<file path="config.mk">
export PLATFORM = sky130hd
export DESIGN_NAME = pc_trace_buffer
export DESIGN_NICKNAME = d
export VERILOG_FILES = /design/src/rtl/pc_trace_buffer.sv
export SDC_FILE = /design/constraint.sdc
export NUM_CORES = 1
export LEC_CHECK = 0
export BUFFER_PORTS_ARGS = -buffer_cell sky130_fd_sc_hd__buf_2
export CAP_MARGIN = 0
export CORE_UTILIZATION = 55
export CTS_CLUSTER_DIAMETER = 80
export DETAILED_ROUTE_END_ITERATION = 8
export PLACE_DENSITY = 0.78
export SYNTH_ARGS = -nofsm -noshare
export SYNTH_HDL_FRONTEND = slang
export SYNTH_SLANG_ARGS = --single-unit
</file>
<file path="constraint.sdc">
create_clock -name clk -period 11.01 [get_ports clk]
set_clock_uncertainty 0.05 [all_clocks]
set_input_delay 2.202 -clock clk [delete_from_list [all_inputs] [get_ports clk]]
set_output_delay 2.202 -clock clk [all_outputs]
set_load 0.02 [all_outputs]
</file>
<file path="src/rtl/pc_trace_buffer.sv">
// PC trace recorder: logs PC changes with timestamps into a circular buffer, flags halt, freezes on trigger.
// Optional feature macro: PC_TRACE_DISPLAY_EN (prints each write and the halt event).
module pc_trace_buffer #(
  parameter int unsigned PC_W        = 64,
  parameter int unsigned DEPTH       = 16,
  parameter int unsigned CYC_W       = 32,
  parameter int unsigned STALL_LIMIT = 8,
  parameter int unsigned POST_TRIG   = 4,
  localparam int unsigned IDX_W      = $clog2(DEPTH),
  localparam int unsigned CNT_W      = $clog2(DEPTH) + 1
) (
  input  logic             clk,
  input  logic             rst,
  input  logic [PC_W-1:0]  pc_in,
  input  logic             pc_valid,
  input  logic             clear,
  input  logic             trig_en,
  input  logic [PC_W-1:0]  trig_pc,
  input  logic [IDX_W-1:0] rd_idx,
  output logic [PC_W-1:0]  rd_pc,
  output logic [CYC_W-1:0] rd_cycle,
  output logic             rd_err,
  output logic [CNT_W-1:0] count,
  output logic             wrapped,
  output logic             halted,
  output logic             frozen,
  output logic [CYC_W-1:0] cycle_count
);

  localparam int unsigned SW = $clog2(STALL_LIMIT + 1);
  localparam int unsigned PW = $clog2(POST_TRIG + 2);

  typedef enum logic [1:0] {ARMED, POST, FROZEN} state_t;

  state_t            state_q, state_d;
  logic [PW-1:0]     post_q, post_d;
  logic [IDX_W-1:0]  wr_ptr_q, wr_ptr_d;
  logic [PC_W-1:0]   last_pc_q, last_pc_d;
  logic              first_q, first_d;
  logic [SW-1:0]     stall_q, stall_d;
  logic [CNT_W-1:0]  count_d;
  logic              wrapped_d, halted_d, frozen_d;

  logic [PC_W-1:0]   mem_pc  [DEPTH];
  logic [CYC_W-1:0]  mem_cyc [DEPTH];

  logic              wr_c, match_c, wr_en_c, rd_bad_c;
  logic [IDX_W-1:0]  rd_addr_c;

  assign wr_c      = pc_valid && (state_q != FROZEN) && (first_q || (pc_in != last_pc_q));
  assign match_c   = pc_valid && !first_q && (pc_in == last_pc_q);
  assign wr_en_c   = wr_c && !clear;
  assign rd_addr_c = wr_ptr_q - IDX_W'(count) + rd_idx;
  assign rd_bad_c  = CNT_W'(rd_idx) >= count;

  // State register
  always_ff @(posedge clk or negedge rst) begin
    if (!rst) begin
      state_q <= ARMED;
      post_q  <= '0;
    end else begin
      state_q <= state_d;
      post_q  <= post_d;
    end
  end

  // Next-state logic: trigger arms the post-trigger window, its last write freezes
  always_comb begin
    state_d = state_q;
    post_d  = post_q;
    if (clear) begin
      state_d = ARMED;
    end else if (wr_c) begin
      case (state_q)
        ARMED: begin
          if (trig_en && (pc_in == trig_pc)) begin
            if (POST_TRIG == 0) begin
              state_d = FROZEN;
            end else begin
              state_d = POST;
              post_d  = PW'(POST_TRIG);
            end
          end
        end
        POST: begin
          post_d = post_q - PW'(1);
          if (post_q == PW'(1)) state_d = FROZEN;
        end
        default: ;
      endcase
    end
  end

  // Output / datapath next values
  always_comb begin
    count_d   = count;
    wr_ptr_d  = wr_ptr_q;
    last_pc_d = last_pc_q;
    first_d   = first_q;
    stall_d   = stall_q;
    wrapped_d = wrapped;
    halted_d  = halted;
    if (clear) begin
      count_d   = '0;
      wr_ptr_d  = '0;
      first_d   = 1'b1;
      stall_d   = '0;
      wrapped_d = 1'b0;
      halted_d  = 1'b0;
    end else begin
      if (wr_c) begin
        wr_ptr_d  = wr_ptr_q + IDX_W'(1);
        last_pc_d = pc_in;
        first_d   = 1'b0;
        stall_d   = '0;
        if (count == CNT_W'(DEPTH)) wrapped_d = 1'b1;
        else                        count_d   = count + CNT_W'(1);
      end else if (match_c && (stall_q != SW'(STALL_LIMIT))) begin
        stall_d = stall_q + SW'(1);
      end
      if (stall_d == SW'(STALL_LIMIT)) halted_d = 1'b1;
    end
    frozen_d = (state_d == FROZEN);
  end

  always_ff @(posedge clk or negedge rst) begin
    if (!rst) begin
      count       <= '0;
      wr_ptr_q    <= '0;
      last_pc_q   <= '0;
      first_q     <= 1'b1;
      stall_q     <= '0;
      wrapped     <= 1'b0;
      halted      <= 1'b0;
      frozen      <= 1'b0;
      cycle_count <= '0;
      rd_pc       <= '0;
      rd_cycle    <= '0;
      rd_err      <= 1'b0;
    end else begin
      count       <= count_d;
      wr_ptr_q    <= wr_ptr_d;
      last_pc_q   <= last_pc_d;
      first_q     <= first_d;
      stall_q     <= stall_d;
      wrapped     <= wrapped_d;
      halted      <= halted_d;
      frozen      <= frozen_d;
      cycle_count <= cycle_count + CYC_W'(1);
      rd_err      <= rd_bad_c;
      rd_pc       <= rd_bad_c ? '0 : mem_pc[rd_addr_c];
      rd_cycle    <= rd_bad_c ? '0 : mem_cyc[rd_addr_c];
    end
  end

  // Storage is masked by count, so it carries no reset
  always_ff @(posedge clk) begin
    if (wr_en_c) begin
      mem_pc[wr_ptr_q]  <= pc_in;
      mem_cyc[wr_ptr_q] <= cycle_count;
    end
  end

`ifdef PC_TRACE_DISPLAY_EN
  always_ff @(posedge clk) begin
    if (rst && wr_en_c) $display("%0t PC=%h cyc=%0d", $time, pc_in, cycle_count);
    if (rst && halted_d && !halted) $display("HALT PC=%h", last_pc_q);
  end
`else
  // Default build emits no trace output
`endif

endmodule

</file>
# After elaboration in Yosys (flattened, before gate mapping)
# Memories as Yosys holds them, arrays and structs flattened.
# Cells that the tools add are included.
dict set report word_totals {
  mem_bits_rw 1536
  n_memories 2
  ff_bits 215
  in_bits 137
}
# memory depth width read_ports rd_ports_with_merged_regs write_ports line_no
set memory_table {}
lappend memory_table {mem_pc 16 64 1 0 1 44} ;# logic [PC_W-1:0] mem_pc [DEPTH];
lappend memory_table {mem_cyc 16 32 1 0 1 45} ;# logic [CYC_W-1:0] mem_cyc [DEPTH];
dict set report op_classes {
  n_bitwise 1
  add_sub_neg 7
  n_eq_ne 12
  magnitude_cmp 1
  n_mux 27
  reduce_logical 19
}
# op count
set op_table {}
lappend op_table {{equality test 64 bit} 2}
lappend op_table {{2-to-1 mux 64 bit} 1}
lappend op_table {{!= test 64 bit} 1}
lappend op_table {{adder 32 x 1 -> 32 bit, second input constant} 1}
lappend op_table {{2-to-1 mux 32 bit} 1}
lappend op_table {{2-to-1 mux 4 bit} 6}
lappend op_table {{2-to-1 mux 5 bit} 3}
lappend op_table {{2-to-1 mux 1 bit} 9}
lappend op_table {{adder 4 x 1 -> 4 bit, second input constant} 2}
lappend op_table {{2-to-1 mux 2 bit} 4}
lappend op_table {{nonzero test 2 bit} 4}
lappend op_table {{logical AND 1 bit} 7}
lappend op_table {{!= test 2 bit, second input constant} 3}
lappend op_table {{one-hot mux 3 bit (2 select lines)} 1}
lappend op_table {{AND reduction 2 bit} 3}
lappend op_table {{adder 5 x 1 -> 5 bit, second input constant} 1}
lappend op_table {{equality test 5 bit, second input constant} 1}
lappend op_table {{greater-or-equal comparator 4 x 5 -> 1 bit} 1}
lappend op_table {{adder 4 bit} 1}
lappend op_table {{equality test 4 bit, second input constant} 1}
lappend op_table {{!= test 4 bit, second input constant} 1}
lappend op_table {{one-hot mux 2 bit (2 select lines)} 1}
lappend op_table {{AND reduction 4 bit} 1}
lappend op_table {{subtractor 4 bit} 1}
lappend op_table {{other kinds (9)} 10}

# Depth between registers and ports, before layout
dict set report depth {
  depth_word 10
  ltp_mapped 13
  depth_no_buf 10
}

# Worst setup path after synthesis
# No wires, ideal clock.
dict set report synth_timing {
  path_kind {input to register}
  start {input pc_in[38]}
  end {memory mem_cyc[1][0], enable pin}
  t_required_ns 10.174
  path_buffers 1
  path_stages 8
  setup_time_ns 0.786
  arrival_time_ns 12.438
  slack_ns -2.265
  cell_sequence {nand2b_1 > o2111ai_1 > nor4_1 > and4_1 > a31oi_2 > clkbuf_1 > nand2_1 > nor4_1}
}
dict set report synth_between {
  elab_chain_len 6
}
# element line_no
set synth_rtl {}
lappend synth_rtl {{start: declaration} 14} ;# input logic [PC_W-1:0] pc_in,
lappend synth_rtl {{!= test 64 bit} 50} ;# assign wr_c = pc_valid && (state_q != FROZEN) && (first_q || (pc_in != last_pc_q));
lappend synth_rtl {{logical OR 1 bit} 50}
lappend synth_rtl {{logical AND 1 bit} 50}
lappend synth_rtl {{logical AND 1 bit} 52} ;# assign wr_en_c = wr_c && !clear;
lappend synth_rtl {{2-to-1 mux 1 bit} 158} ;# if (wr_en_c) begin
lappend synth_rtl {{2-to-1 mux 1 bit (not written as such)} 160} ;# mem_cyc[wr_ptr_q] <= cycle_count;
lappend synth_rtl {{end: declaration} 45}
# Every way passes these cells.

# Worst setup path in the final report
dict set report layout_timing {
  start {input pc_in[60]}
  end {memory mem_pc[4][27], enable pin}
}
dict set report layout_between {
  elab_chain_len 6
}
# element line_no
set layout_rtl {}
lappend layout_rtl {{!= test 64 bit} 50}
lappend layout_rtl {{logical OR 1 bit} 50}
lappend layout_rtl {{logical AND 1 bit} 50}
lappend layout_rtl {{logical AND 1 bit} 52}
lappend layout_rtl {{2-to-1 mux 1 bit} 158}
lappend layout_rtl {{2-to-1 mux 1 bit (not written as such)} 159} ;# mem_pc[wr_ptr_q] <= pc_in;
lappend layout_rtl {{end: declaration} 44}
# Every way passes these cells.

==> impl_metrics.tcl <==
set metrics [dict create \
    status "complete, no violations" \
    initial_utilization_pct 55.6 \
    finish.net_count 3695 \
    num-fill-cells 7958 \
    clockBufferDepth 3 \
    die_w_um 353 \
    hold-path-cell-count 2 \
    ys_warn_count 0 \
    worst_slew_pin_slew_ns 1.20 \
    slew_headroom_pct 20.1 \
    synth.yosys.seq_area_share_pct 75.9 \
    postPlaceCellArea_sq_um 71400 \
    drt.antenna.violating_nets 0 \
    yosys.area_share.xor_xnor_pct 1.87 \
    combinational_family_with_the_most_area_after_synthesis "multiplexers" \
    postSynthCellCount 3187 \
    timing.final.crit_share_pct 54.7 \
    fin_util_pct 62.8 \
    critical_path.startpoint_type "input port" \
    final_critical_delay_including_setup_and_external_delays_ns 6.02 \
    first_iter_violations 4071 \
    via_per_inst 6.35 \
    chipHeight_um 353 \
    tritoncts "built" \
    synth-compound-area-share_pct 2.69 \
    avgSynthCellArea_sq_um 21.3 \
    worst_hold_startpoint "first_q" \
    grt_pass1_vias 34793 \
    timing.reg2reg.worst_path_depth 12 \
    grt_first_pass_wirelength_mm 234 \
    area_growth_pct 13.0 \
    final_design_area_no_fill_sq_um 76600 \
    worst_hold_path.endpoint "first_q" \
    rows 128 \
    cp_data_arrival_time_ns 6.34 \
    clock_latency_ns 0.79 \
    grt.overflow.total 0 \
    final.setup.tns_ns 0 \
    crit-reg2reg-launch "wr_ptr_q[0]" \
    synth.net_count 3346 \
    core_area_sq_um 122000 \
    post_synthesis_share_of_cell_area_spent_on_and_or_nand_and_nor_gates_pct 2.26 \
    synth_ff_type "sky130_fd_sc_hd__edfxtp_1" \
    grt_use_total_pct 26.1 \
    critPathRequiredTime_ns 11.34 \
    dpl.cell_count 4996 \
    totalWireLength_mm 161 \
    flip_flop_and_latch_area_sq_um 51500 \
    vdd_ir_drop_max_v 0.000189 \
    seq_power_share_pct 47.1 \
    timing.critical_path.to_type "register" \
    cts.repair.resized 0 \
    internal-power_mw 11.8 \
    p_comb_share_pct 18.1 \
    placement.setup.worst_slack_ns 4.25 \
    holdBufCountCts 0 \
    hold_ws_ns 0.443 \
    detailroute.via_count 33655 \
    timing.reg2reg.setup_slack_ns 6.15 \
    synth_edf_count 1536 \
    final_max_slew_viol_count 0 \
    finalHoldViolations 0 \
    cts.repair_timing.setup_buffer_count 0 \
    post_route_cells_drive_above_1_share_pct 28.4 \
    total_power_mw 15.9 \
    synth.cell_area_sq_um 67800 \
    grt_start_max_net_pins 136 \
    die_area_sq_um 125000 \
    final_critical_path_setup_slack_ns 4.99 \
    leakagePower_nw 25.1 \
    routed_wire_length_per_instance_um 30.3 \
    io_pins 274 \
    tritoncts.num_buffers 163 \
    worstHoldPathType "register to register" \
    route.detailed.drc 0 \
    first_pass_iteration_count_of_the_detailed_router 5 \
    net_switching_power_mw 4.12 \
    htree_levels 4 \
    clock_sink_count 1751 \
    fmaxAchievable_ghz 0.166 \
    cap_violations 0 \
    clk_pin_slew_ns 0.07 \
    clock_power_share_pct 34.9 \
    power_density_nw_per_um2 207 \
    worst-setup-path-type "input port to register" \
    portBuffers 273 \
    rr_endpoint "rd_pc[59]" \
    detailedPlacementHpwl_mm 87.8 \
    asyncSetResetFlopFracSynth_pct 12.3 \
    synth.mux.area_fraction_pct 15.5 \
    multiInputGateArea_sq_um 15600 \
    ctsRootBufferMaster "sky130_fd_sc_hd__clkbuf_16" \
    post_synth_adder_cell_area_pct 0.439 \
    rsz0062_at_grt "false" \
    antenna_found_initial 25 \
    timing.critical_path.fanout_max 50 \
    power_switching_share_pct 26.0 \
    ys_ff_latch 1751 \
    synth_cell_type_count 57 \
    setup_viol_count_final 0 \
    finalNonFillerCells 5304 \
    global_placer_s_final_weighted_congestion 0.899 \
]
## cells by family (layout without fill, tap and decap cells)
group / count (synthesis) / after routing
xor gates and xnor gates: 145 / 145
buffers and inverters: 215 / 702
DFF: 1751 / 1751
AOI/OAI and AO/OA: 243 / 243
and+or+nand+nor: 270 / 270
muxes: 541 / 541
other: 0 / 5
adders and majority gates: 22 / 22
## state kept, by name (all words and copies together), names as in the netlist, 2 cells and up
| signal | cells |
|---|---|
| rd_cycle | 32 |
| stall_q | 4 |
| rd_pc | 64 |
| mem_cyc | 512 |
| mem_pc | 1024 |
| cycle_count | 32 |
| state_q | 2 |
| count | 5 |
| last_pc_q | 64 |
| post_q | 3 |
| wr_ptr_q | 4 |
## per-layer routing
layer	share of wire, %	routed length (um)	vias to the layer above	GRT usage, %
met5	0.13	209	-	0
met4	3.0	4790	34	8.24
met3	12	18700	296	7.98
met2	47	76000	1890	40.2
met1	38	61200	17673	36.2
li1	-	-	13762	-
## critical path, stage by stage
cell,delay [ns]
sky130_fd_sc_hd__buf_2,0.35
sky130_fd_sc_hd__xnor2_1,0.23
sky130_fd_sc_hd__nand4_1,0.24
sky130_fd_sc_hd__nor4_1,0.08
sky130_fd_sc_hd__and4_1,0.22
sky130_fd_sc_hd__a31oi_2,0.72
sky130_fd_sc_hd__nor2b_4,0.30
sky130_fd_sc_hd__nand2_1,0.14
sky130_fd_sc_hd__nor3_2,0.14
sky130_fd_sc_hd__buf_4,0.69
sky130_fd_sc_hd__buf_4,0.88
## power groups by stage
| stage | clock network [mW] | registers, mW | logic (mW) |
|---|---|---|---|
| 2_1_floorplan | 0 | 7.69 | 1.91 |
| 3_3_place_gp | 0 | 7.60 | 2.81 |
| 3_5_place_dp | 0 | 7.60 | 2.85 |
| 4_1_cts | 5.60 | 7.47 | 2.88 |
| 5_1_grt | 5.85 | 7.48 | 3.04 |
| 6_report | 5.54 | 7.47 | 2.87 |
## synth_stat cells (8+ instances only)
cell / instances / area, sq um
sky130_fd_sc_hd__xor2_1: 61 / 534
sky130_fd_sc_hd__buf_1: 33 / 124
sky130_fd_sc_hd__nand2_1: 29 / 109
sky130_fd_sc_hd__mux2i_1: 99 / 991
sky130_fd_sc_hd__buf_2: 25 / 125
sky130_fd_sc_hd__nand4_1: 29 / 181
sky130_fd_sc_hd__a211oi_1: 193 / 1450
sky130_fd_sc_hd__nor2_1: 40 / 150
sky130_fd_sc_hd__mux2_4: 55 / 826
sky130_fd_sc_hd__nor3_1: 11 / 55.1
sky130_fd_sc_hd__nor4_1: 17 / 106
sky130_fd_sc_hd__mux4_2: 384 / 8650
sky130_fd_sc_hd__nand3_1: 11 / 55.1
sky130_fd_sc_hd__clkbuf_1: 97 / 364
sky130_fd_sc_hd__xnor2_1: 84 / 736
sky130_fd_sc_hd__ha_1: 19 / 238
sky130_fd_sc_hd__nor2b_1: 105 / 657
sky130_fd_sc_hd__o21ai_1: 8 / 40.0
sky130_fd_sc_hd__nand2b_1: 11 / 68.8
sky130_fd_sc_hd__edfxtp_1: 1536 / 46100
sky130_fd_sc_hd__dfrtp_1: 214 / 5360
sky130_fd_sc_hd__inv_1: 52 / 195
## how the worst max path moves through the flow
stage	startpoint	end	slack, ns
after global routing	pc_in[6]	mem_pc[4][27]	4.85
after floorplan	pc_in[38]	mem_cyc[0][0]	0.31
after CTS	pc_in[6]	mem_pc[4][58]	5.05
final	pc_in[60]	mem_pc[4][27]	4.99
after detailed placement	pc_in[6]	mem_pc[4][61]	4.25
after global placement	pc_in[60]	mem_pc[4][58]	4.37
## layout make-up
type / count / area share (%)
flip-flops and latches: 1751 / 67.2
multi-input cells: 1221 / 20.4
clock buffers: 236 / 6.11
well taps: 1625 / 2.65
repair buffers: 347 / 2.62
clock inverters: 67 / 0.740
inverters: 52 / 0.255
diodes: 5 / 0.0163
## layout by cell type (no fill, tap or decap), types with 5 or more instances in the layout
cell type / netlist / layout
sky130_fd_sc_hd__a21oi_1: 6 / 6
sky130_fd_sc_hd__buf_2: 25 / 272
sky130_fd_sc_hd__diode_2: 0 / 5
sky130_fd_sc_hd__clkinv_1: 0 / 25
sky130_fd_sc_hd__buf_12: 0 / 6
sky130_fd_sc_hd__nor2_4: 0 / 10
sky130_fd_sc_hd__and4_1: 6 / 6
sky130_fd_sc_hd__clkbuf_8: 0 / 14
sky130_fd_sc_hd__bufinv_16: 0 / 9
sky130_fd_sc_hd__edfxtp_1: 1536 / 1536
sky130_fd_sc_hd__a211oi_1: 193 / 193
sky130_fd_sc_hd__nor2_1: 40 / 30
sky130_fd_sc_hd__nand2_1: 29 / 29
sky130_fd_sc_hd__clkbuf_16: 0 / 172
sky130_fd_sc_hd__xor2_1: 61 / 60
sky130_fd_sc_hd__nand4_1: 29 / 29
sky130_fd_sc_hd__clkinv_2: 0 / 25
sky130_fd_sc_hd__nor2b_1: 105 / 105
sky130_fd_sc_hd__o21ai_1: 8 / 8
sky130_fd_sc_hd__clkbuf_1: 97 / 50
sky130_fd_sc_hd__inv_1: 52 / 52
sky130_fd_sc_hd__mux2i_1: 99 / 99
sky130_fd_sc_hd__nand2b_1: 11 / 11
sky130_fd_sc_hd__xnor2_1: 84 / 83
sky130_fd_sc_hd__mux2_4: 55 / 55
sky130_fd_sc_hd__nand3_1: 11 / 11
sky130_fd_sc_hd__mux4_2: 384 / 384
sky130_fd_sc_hd__nor3_1: 11 / 7
sky130_fd_sc_hd__nor4_1: 17 / 14
sky130_fd_sc_hd__dfrtp_1: 214 / 214
sky130_fd_sc_hd__buf_4: 1 / 68
sky130_fd_sc_hd__o2111ai_1: 5 / 5
sky130_fd_sc_hd__ha_1: 19 / 18
Power figures use the tool's default switching activity.
